File: config.mk
export PLATFORM = sky130hd
export DESIGN_NAME = q5_17_serial_tx
export DESIGN_NICKNAME = d
export VERILOG_FILES = /design/src/rtl/q5_17_serial_tx.sv
export SDC_FILE = /design/constraint.sdc
export NUM_CORES = 1
export LEC_CHECK = 0
export CORE_UTILIZATION = 50
export CTS_BUF_LIST = sky130_fd_sc_hd__clkbuf_4 sky130_fd_sc_hd__clkbuf_8
export DETAILED_ROUTE_END_ITERATION = 7
export PLACE_DENSITY_LB_ADDON = 0.3
export SYNTH_ARGS = -nofsm -noshare
export SYNTH_HDL_FRONTEND = slang
export SYNTH_SLANG_ARGS = --single-unit
File: constraint.sdc
create_clock -name clk -period 1.41 [get_ports clk]
set_input_delay 0.282 -clock clk [delete_from_list [all_inputs] [get_ports clk]]
set_output_delay 0.282 -clock clk [all_outputs]
set_load 0.1 [all_outputs]
File: src/rtl/q5_17_serial_tx.sv
`default_nettype none
// ============================================================================
// Module      : q5_17_serial_tx
// Description : Parallel-to-serial word transmitter. Accepts a WIDTH-bit word
//               on a valid/ready handshake and shifts it out LSB first, one
//               bit per clock, with frame/sof/eof strobes that let the
//               downstream serial complementer restart on every word.
// Revision    : 1.0 - initial release
// ============================================================================
module q5_17_serial_tx #(
  parameter int WIDTH      = 8,
  parameter int GAP_CYCLES = 1
) (
  input  logic             clk,
  input  logic             rst,
  input  logic [WIDTH-1:0] din,
  input  logic             din_valid,
  output logic             din_ready,
  output logic             stream,
  output logic             frame,
  output logic             sof,
  output logic             eof,
  output logic             busy
);

  localparam int              CW       = $clog2(WIDTH);
  localparam logic [1:0]      S_IDLE   = 2'd0;
  localparam logic [1:0]      S_SHIFT  = 2'd1;
  localparam logic [1:0]      S_GAP    = 2'd2;
  localparam logic [CW-1:0]   LAST_BIT = CW'(WIDTH - 1);
  // Gap counter counts down to zero, so it is preloaded one short.
  localparam logic [3:0]      GAP_LOAD = (GAP_CYCLES > 0) ? 4'(GAP_CYCLES - 1) : 4'd0;
  localparam logic            NO_GAP   = (GAP_CYCLES == 0);

  logic [1:0]       state_q,  state_d;
  logic [WIDTH-1:0] shreg_q,  shreg_d;
  logic [CW-1:0]    bitcnt_q, bitcnt_d;
  logic [3:0]       gapcnt_q, gapcnt_d;

  logic w_take;
  logic w_last;

  assign w_take = din_valid & din_ready;
  assign w_last = (bitcnt_q == LAST_BIT);

  // State and datapath registers; reset discards any partial word.
  always_ff @(posedge clk or posedge rst) begin
    if (rst) begin
      state_q  <= S_IDLE;
      shreg_q  <= '0;
      bitcnt_q <= '0;
      gapcnt_q <= '0;
    end else begin
      state_q  <= state_d;
      shreg_q  <= shreg_d;
      bitcnt_q <= bitcnt_d;
      gapcnt_q <= gapcnt_d;
    end
  end

  // Next-state and datapath update: load on transfer, shift per bit, count gap.
  always_comb begin
    state_d  = state_q;
    shreg_d  = shreg_q;
    bitcnt_d = bitcnt_q;
    gapcnt_d = gapcnt_q;
    case (state_q)
      S_IDLE: begin
        if (w_take) begin
          state_d  = S_SHIFT;
          shreg_d  = din;
          bitcnt_d = '0;
        end
      end
      S_SHIFT: begin
        shreg_d  = {1'b0, shreg_q[WIDTH-1:1]};
        bitcnt_d = bitcnt_q + CW'(1);
        if (w_last) begin
          bitcnt_d = '0;
          if (!NO_GAP) begin
            state_d  = S_GAP;
            gapcnt_d = GAP_LOAD;
          end else if (w_take) begin
            // Back-to-back: next word starts on the very next cycle.
            shreg_d = din;
          end else begin
            state_d = S_IDLE;
          end
        end
      end
      S_GAP: begin
        if (gapcnt_q == 4'd0) begin
          state_d = S_IDLE;
        end else begin
          gapcnt_d = gapcnt_q - 4'd1;
        end
      end
      default: begin
        state_d = S_IDLE;
      end
    endcase
  end

  // Outputs decoded from registered state only; din_ready has no din path.
  always_comb begin
    frame     = (state_q == S_SHIFT);
    stream    = frame & shreg_q[0];
    sof       = frame & (bitcnt_q == '0);
    eof       = frame & w_last;
    busy      = (state_q != S_IDLE);
    din_ready = (state_q == S_IDLE) | (frame & w_last & NO_GAP);
  end

endmodule
`default_nettype wire

== Word level (Yosys, flattened, before mapping) ==
Cells that the tools add are included.
Cells by class
  add/subtract/negate cells: 2
  reduce and logical (&&, ||, !) cells: 9
  bitwise operators: 4
  equality and inequality tests: 7
  mux-type cells: 12
Operator list (count)
  one-hot mux 8 bit (2 select lines): 1
  2-to-1 mux 4 bit: 2
  2-to-1 mux 8 bit: 1
  one-hot mux 4 bit (2 select lines): 1
  2-to-1 mux 2 bit: 3
  2-to-1 mux 3 bit: 2
  one-hot mux 2 bit (3 select lines): 1
  one-hot mux 3 bit (2 select lines): 1
  AND reduction 3 bit: 2
  nonzero test 2 bit: 3
  bitwise AND 1 bit: 4
  logical NOT 4 bit: 1
  inequality test 2 x 1 -> 1 bit, second input constant: 2
  inequality test 2 bit, second input constant: 2
  subtractor 4 x 1 -> 4 bit, second input constant: 1
  adder 3 x 1 -> 3 bit, second input constant: 1
  == test 3 bit, second input constant: 1
  logical NOT 3 bit: 1
  == test 2 x 1 -> 1 bit, second input constant: 1
  == test 2 bit, second input constant: 1
  logical NOT 2 bit: 1
  AND reduction 2 bit: 1
Word-level totals
  output and inout bits: 6
  input bits: 11
  bits in registers: 17

== Longest topological paths before layout ==
Gate-level depths: netlist (run 1).
  depth after elaboration: 4
  depth in mapped cells: 5

== Least setup slack after synthesis (run 1) ==
OpenSTA, ideal clock, no wires.
  path type: flip-flop to output port
  start: register state_q[1]
  end: output sof
  data arrival time: 2.771 ns
  slack: -1.643 ns
  stages on the path, launching flop included: 3
  cell sequence: dfrtp_1 nand2b_1 nor3b_1
On the way
  word-level cells in the longest chain between the ends: 2
Ends and longest elaborated chain
  from (decl): RTL line 35  | logic [1:0] state_q, state_d;
  from (signal assigned): RTL line 54  | state_q <= state_d;
  == test 2 x 1 -> 1 bit: RTL line 106  | frame = (state_q == S_SHIFT);
  bitwise AND 1 bit: RTL line 108  | sof = frame & (bitcnt_q == '0);
  to (decl): RTL line 21  | output logic sof,
Every way passes these cells.

== Worst setup path in the final report (run 1) ==
  start: register bitcnt_q[0]
  end: output eof
On the way
  word-level cells in the longest chain between the ends: 2
Ends and longest elaborated chain
  from (decl): RTL line 37  | logic [CW-1:0] bitcnt_q, bitcnt_d;
  from (signal assigned): RTL line 56  | bitcnt_q <= bitcnt_d;
  == test 3 bit: RTL line 44  | assign w_last = (bitcnt_q == LAST_BIT);
  bitwise AND 1 bit
  to (decl): RTL line 22  | output logic eof,
Every way passes these cells.

==> flow_metrics.tcl, run 1 <==
set metrics [dict create \
    run_status "finished, violations left" \
    failing_checks "negative setup slack" \
    yosys_register_bits 17 \
    num_vias 842 \
    cp_top_family "flip-flops" \
    hold_violations 0 \
    power.switching_w 0.00140 \
    worst-path-max-fanout 2 \
    critical-path-slowest-cell "dfrtp_1" \
    rsz0062_at_grt "true" \
    routedWlPerCell_microns 17.1 \
    min_path_type "in -> async" \
    cts.sink_count 17 \
    antennaDiodeCount 0 \
    worst_setup_sp_type "flip-flop" \
    power_density_nw_per_um2 2220 \
    power.total_w 0.00315 \
    timing.critical_path.slowest_cell_delay_ns 0.41 \
    cts.root.buffer_cell "clkbuf_4" \
    die_height_microns 44.5 \
    final_min_period_over_clock_period_pct 126 \
    maxCapViolations 0 \
    wire_length_of_the_first_global_routing_pass_microns 3820 \
    place_hpwl_microns 1350 \
    ys_warn_count 0 \
    fp.dieArea_sq_um 1980 \
    report.final.setup_viol 7 \
    setup.worst_path.end_class "output port" \
    pwr-share-clk_pct 9.6 \
    ios 17 \
    seq_power_share_pct 24.0 \
    distinct_cells_synth 26 \
    final.min_clock_period_ns 1.78 \
    power.leakage_nw 0.647 \
    required_ns 1.13 \
    gp_routability_congestion 0.761 \
    critPathBufInv 2 \
    syn_area_per_cell_sq_um 9.91 \
    clk_path_buf_depth 2 \
    antenna_found_initial 0 \
    tritoncts "yes" \
    num-nets-final 141 \
    grt_overflow_total 0 \
    drt_pass1_iterations 4 \
    pin_count_of_the_biggest_net_entering_global_routing 18 \
    fin_ws_ns -0.373 \
    cts_htree_levels 1 \
    die_w_microns 44.5 \
    worst_ir_drop_vdd_mv 1.78 \
    slew_headroom_pct 85.0 \
    io_buffer_count 16 \
    wirelength_microns 2550 \
    regArea_sq_um 425 \
    drtAntennaViolNets 0 \
    power.share.combinational_pct 66.4 \
    post_drt_via_cell_ratio 5.65 \
    detailedPlace.worstSlack_ns -0.0448 \
    post-route-drc-count 0 \
    detail_route.iter0.violations 15 \
    syn-num-nets 106 \
    switching_share_pct 44.4 \
    number_of_global_route_vias_before_repair 827 \
    synth.yosys.seq_area_share_pct 47.2 \
    path_cells "ha_2, ha_4, nand3b_1, clkinvlp_4, buf_12" \
    cts.hold.buffers_added 0 \
    max_freq_mhz 561 \
    n_fill_cell 68 \
    row_count 14 \
    p_int_w 0.00175 \
    final_max_slew_viol_count 0 \
    multiInputGateArea_sq_um 494 \
    tightestPinTransition_ns 0.223 \
    worst-endpoint-arrival_ns 1.50 \
    synthCells 91 \
    clk-insertion-delay-late_ns 0.31 \
    clkSlewWorstSetupHoldPaths_ns 0.11 \
    synthesis.area_sq_um 902 \
    final_layout_size_suffix_gt1_share_pct 34.4 \
    setup.worst_path.class "reg -> out" \
    area_delta_synth_final_pct 57.4 \
    skew_ns 0.0156 \
    cts_inserted_buffers 3 \
    summed_negative_setup_slack_over_all_endpoints_ns -1.46 \
    total_core_area_sq_um 1590 \
    track_usage_pct 27.6 \
    start_util_pct 56.6 \
]
==> registers in the layout (all words and copies together), names as in the netlist <==
register,count
shreg_q,8
bitcnt_q,3
gapcnt_q,4
state_q,2
==> layout by cell type (no fill, tap or decap), drive strengths merged, types with 3 or more instances in the layout <==
master / instances
nand2: 11
mux2i: 3
nor2: 4
a21oi: 7
and3b: 6
ha: 4
buf: 23
inv: 6
clkbuf: 4
o21ai: 8
nand2b: 4
dfrtp: 17
clkdlybuf4s50: 10
==> routing by layer <==
metal | track usage [%] | share of wire (%) | vias up
li1 | - | - | 378
met1 | 34.5 | 39 | 414
met2 | 49.1 | 53 | 39
met3 | 2.45 | 3.7 | 11
met4 | 10.9 | 4.5 | 0
met5 | 0 | 0 | -
==> worst min-delay path: cells and delay by family <==
family	cells	cell delay, ns
buffers and inverters	3	0.71
==> cell type report <==
| type | instances | area share [%] |
|---|---|---|
| inverters | 8 | 2.64 |
| clock buffers | 4 | 2.11 |
| multi-input cells | 62 | 34.8 |
| flip-flops and latches | 17 | 30.0 |
| repair buffers | 34 | 28.4 |
| well taps | 24 | 2.11 |
==> cell usage after synthesis <==
cell | n | area [sq um]
a21oi_1 | 7 | 35.0
a22o_1 | 2 | 17.5
a22oi_1 | 1 | 7.51
a32o_1 | 1 | 10.0
and2_1 | 1 | 6.26
and3b_1 | 6 | 52.6
buf_2 | 1 | 5.00
buf_4 | 1 | 7.51
buf_6 | 2 | 22.5
dfrtp_1 | 17 | 425
ha_1 | 4 | 50.1
inv_1 | 8 | 30.0
mux2_2 | 1 | 11.3
mux2i_1 | 3 | 30.0
nand2_1 | 11 | 41.3
nand2b_1 | 4 | 25.0
nand3_1 | 1 | 5.00
nand3b_1 | 2 | 15.0
nor2_1 | 3 | 11.3
nor2_2 | 1 | 6.26
nor2b_1 | 2 | 12.5
nor3b_1 | 1 | 7.51
nor4_1 | 1 | 6.26
o21ai_1 | 8 | 40.0
o21ba_2 | 1 | 10.0
o21bai_2 | 1 | 11.3
==> metrics by stage <==
stage / area (sq um) / hold slack (ns) / std cells / util [%]
CTS: 1370 / 0.301 / 148 / 85.8
detailed placement: 1240 / 0.483 / 139 / 77.7
floorplan: 937 / 0.208 / 91 / -
global placement: 1240 / 0.466 / 139 / 77.7
global route: 1420 / 0.331 / 149 / 89.1
finish: 1420 / 0.289 / 149 / 89.1
==> what timing repair did <==
action	CTS	global route
setup buffers	4	2
pin swaps	1	2
cloned	1	0
gates resized for setup	9	8
endpoints found under the setup margin	6	12
==> final timing paths <==
| check | startpoint | endpoint | slack [ns] | cells after the start |
|---|---|---|---|---|
| hold / removal | rst | shreg_q[1] | 0.29 | 3 |
| hold reg to reg | shreg_q[4] | shreg_q[4] | 0.51 | 2 |
| setup reg to reg | bitcnt_q[0] | gapcnt_q[3] | 0 | 6 |
| setup / recovery | bitcnt_q[0] | eof | -0.37 | 5 |
| min in group clk | shreg_q[4] | shreg_q[4] | 0.51 | 2 |
| max in group asynchronous | rst | shreg_q[7] | 0.91 | 3 |
==> power groups by stage <==
stage	combinational (W)	sequential (W)	clock [W]
after global placement	0.00169	0.000723	0
after floorplan	0.00117	0.000727	0
after detailed placement	0.00173	0.000734	0
after CTS	0.00196	0.000737	0.000280
after global routing	0.00219	0.000773	0.000317
final	0.00209	0.000755	0.000300
==> cells by family (layout without fill, tap and decap cells) <==
logic type / Yosys count / count (layout) / share of synthesized area (%)
adders and majority gates: 4 / 4 / 5.55
AOI/OAI and AO/OA: 21 / 21 / 14.6
buffers and inverters: 12 / 46 / 7.21
and+or+nand+nor: 33 / 33 / 20.9
DFF: 17 / 17 / 47.2
muxes: 4 / 4 / 4.58
No activity file was read; power rests on OpenSTA's default activity.
==> run 2: changes to the inputs <==
Settings changed: CORE_UTILIZATION 50 to 35.
==> flow_metrics.tcl, run 2 (synthesis gave the netlist of run 1 again) <==
set metrics [dict create \
    skew_ns 0.00529 \
    detail_route.iter0.violations 9 \
    routedWlPerCell_microns 11.7 \
    clk-insertion-delay-late_ns 0.28 \
    clkSlewWorstSetupHoldPaths_ns 0.10 \
    antenna_found_initial 0 \
    layout_common_cells "dfrtp_1 (17), buf_4 (17), nand2_1 (11)" \
    wirelength_microns 1880 \
    worst_ir_drop_vdd_mv 1.74 \
    start_util_pct 36.7 \
    regToRegSetupSlack_ns 0.04 \
    cts.sink_count 17 \
    worst-path-max-fanout 2 \
    largest_registers "shreg_q: 8 flops, gapcnt_q: 4 flops, bitcnt_q: 3 flops" \
    dp_cells 145 \
    detailedPlace.worstSlack_ns -0.0535 \
    power_density_nw_per_um2 2150 \
    antennaDiodeCount 0 \
    num_vias 765 \
    largest_register_by_flop_count "shreg_q" \
    failing_checks "negative setup slack" \
    placed_area_sq_um 1250 \
    timing.critical_path.slowest_cell_delay_ns 0.40 \
    cts_inserted_buffers 3 \
    path_cells "buf_4, buf_6, inv_4, ha_4, nor3b_4, buf_12" \
    maxCapViolations 0 \
    power.leakage_nw 0.647 \
    grt_overflow_total 0 \
    clk_path_buf_depth 2 \
    die_height_microns 52.8 \
    ios 17 \
    layout.cell_area.non_filler_sq_um 1430 \
    num-nets-final 146 \
    critical-path-slowest-cell "dfrtp_1" \
    report.final.setup_viol 6 \
    cts.root.buffer_cell "clkbuf_4" \
    cp_top_family "buffers and inverters" \
    tightestPinTransition_ns 0.262 \
    cts_htree_levels 1 \
    place_hpwl_microns 1280 \
    rsz0062_at_grt "true" \
    die_w_microns 52.8 \
    required_ns 1.13 \
    area_delta_synth_final_pct 58.7 \
    critPathBufInv 4 \
    power.total_w 0.00308 \
    final_max_slew_viol_count 0 \
    max_freq_mhz 566 \
    total_core_area_sq_um 2450 \
    setup.worst_path.end_class "output port" \
    worst-endpoint-arrival_ns 1.48 \
    final.min_clock_period_ns 1.77 \
    gp_routability_congestion 0.777 \
    min_path_type "in -> async" \
    worst_setup_sp_type "flip-flop" \
    final_min_period_over_clock_period_pct 125 \
    hold_violations 0 \
    wire_length_of_the_first_global_routing_pass_microns 2990 \
    row_count 18 \
    tritoncts "yes" \
    max_ffs_per_register 8 \
    fin_ws_ns -0.356 \
    drtAntennaViolNets 0 \
    io_buffer_count 16 \
    post_drt_via_cell_ratio 4.78 \
    layoutNonFillerInstCount 160 \
    slew_headroom_pct 82.4 \
    post-route-drc-count 0 \
    cts.hold.buffers_added 0 \
    track_usage_pct 14.9 \
    fin_worst_hold_slack_ns 0.306 \
    fp.dieArea_sq_um 2780 \
    run_status "finished, violations left" \
    pin_count_of_the_biggest_net_entering_global_routing 18 \
    setup.worst_path.class "reg -> out" \
    n_fill_cell 204 \
    final_layout_size_suffix_gt1_share_pct 37.7 \
    drt_pass1_iterations 4 \
    number_of_global_route_vias_before_repair 706 \
]
-- run 2: metal layers --
layer / up-vias / GRT usage [%] / part of all wire, %
li1: 385 / - / -
met1: 358 / 18.6 / 45
met2: 20 / 24.9 / 51
met3: 2 / 1.74 / 3.5
met4: 0 / 7.89 / 0.91
met5: - / 0 / 0
-- run 2: path summary, 6_finish.rpt --
| check | from | endpoint | cells past startpoint |
|---|---|---|---|
| setup / recovery | bitcnt_q[1] | sof | 6 |
| hold / removal | rst | bitcnt_q[2] | 3 |
| setup reg to reg | state_q[1] | bitcnt_q[0] | 5 |
| hold reg to reg | shreg_q[3] | shreg_q[3] | 2 |
| max in group asynchronous | rst | shreg_q[3] | 3 |
| min in group clk | shreg_q[3] | shreg_q[3] | 2 |
-- run 2: what timing repair did --
action | CTS | global route
hold endpoints to repair | 0 | 0
setup endpoints to repair | 6 | 10
setup buffers | 6 | 6
pin swaps | 1 | 2
resized for setup | 8 | 9
-- run 2: per-stage QoR --
step           utilization (%)  setup TNS [ns]
5_1_grt                   58.3           -1.53
3_5_place_dp              50.8         -0.0774
6_report                  58.3           -1.13
4_1_cts                   55.1           -1.12
3_3_place_gp              50.8         -0.0153
2_1_floorplan                -           -1.73
-- run 2: worst register-to-register path: cells and delay by family, from the launching register on --
kind / cells / cell delay [ns]
compound gates: 1 / 0.18
buf+inv: 3 / 0.43
flops: 1 / 0.40
mux: 1 / 0.25
-- run 2: area by class of cell --
class / instances / area (sq um) / share of cell area [%]
flip-flops and latches: 17 / 425 / 29.7
clock buffers: 4 / 30.0 / 2.10
multi-input cells: 62 / 483 / 33.7
well taps: 30 / 37.5 / 2.62
repair buffers: 39 / 415 / 29.0
inverters: 8 / 40.0 / 2.80
-- run 2: power breakdown --
part | internal, W | switching (W) | leakage, nW | total (W)
combinational | 0.000978 | 0.00110 | 0.407 | 0.00207
sequential | 0.000642 | 0.0000929 | 0.222 | 0.000735
clock | 0.000129 | 0.000142 | 0.0184 | 0.000271
total | 0.00175 | 0.00133 | 0.647 | 0.00308
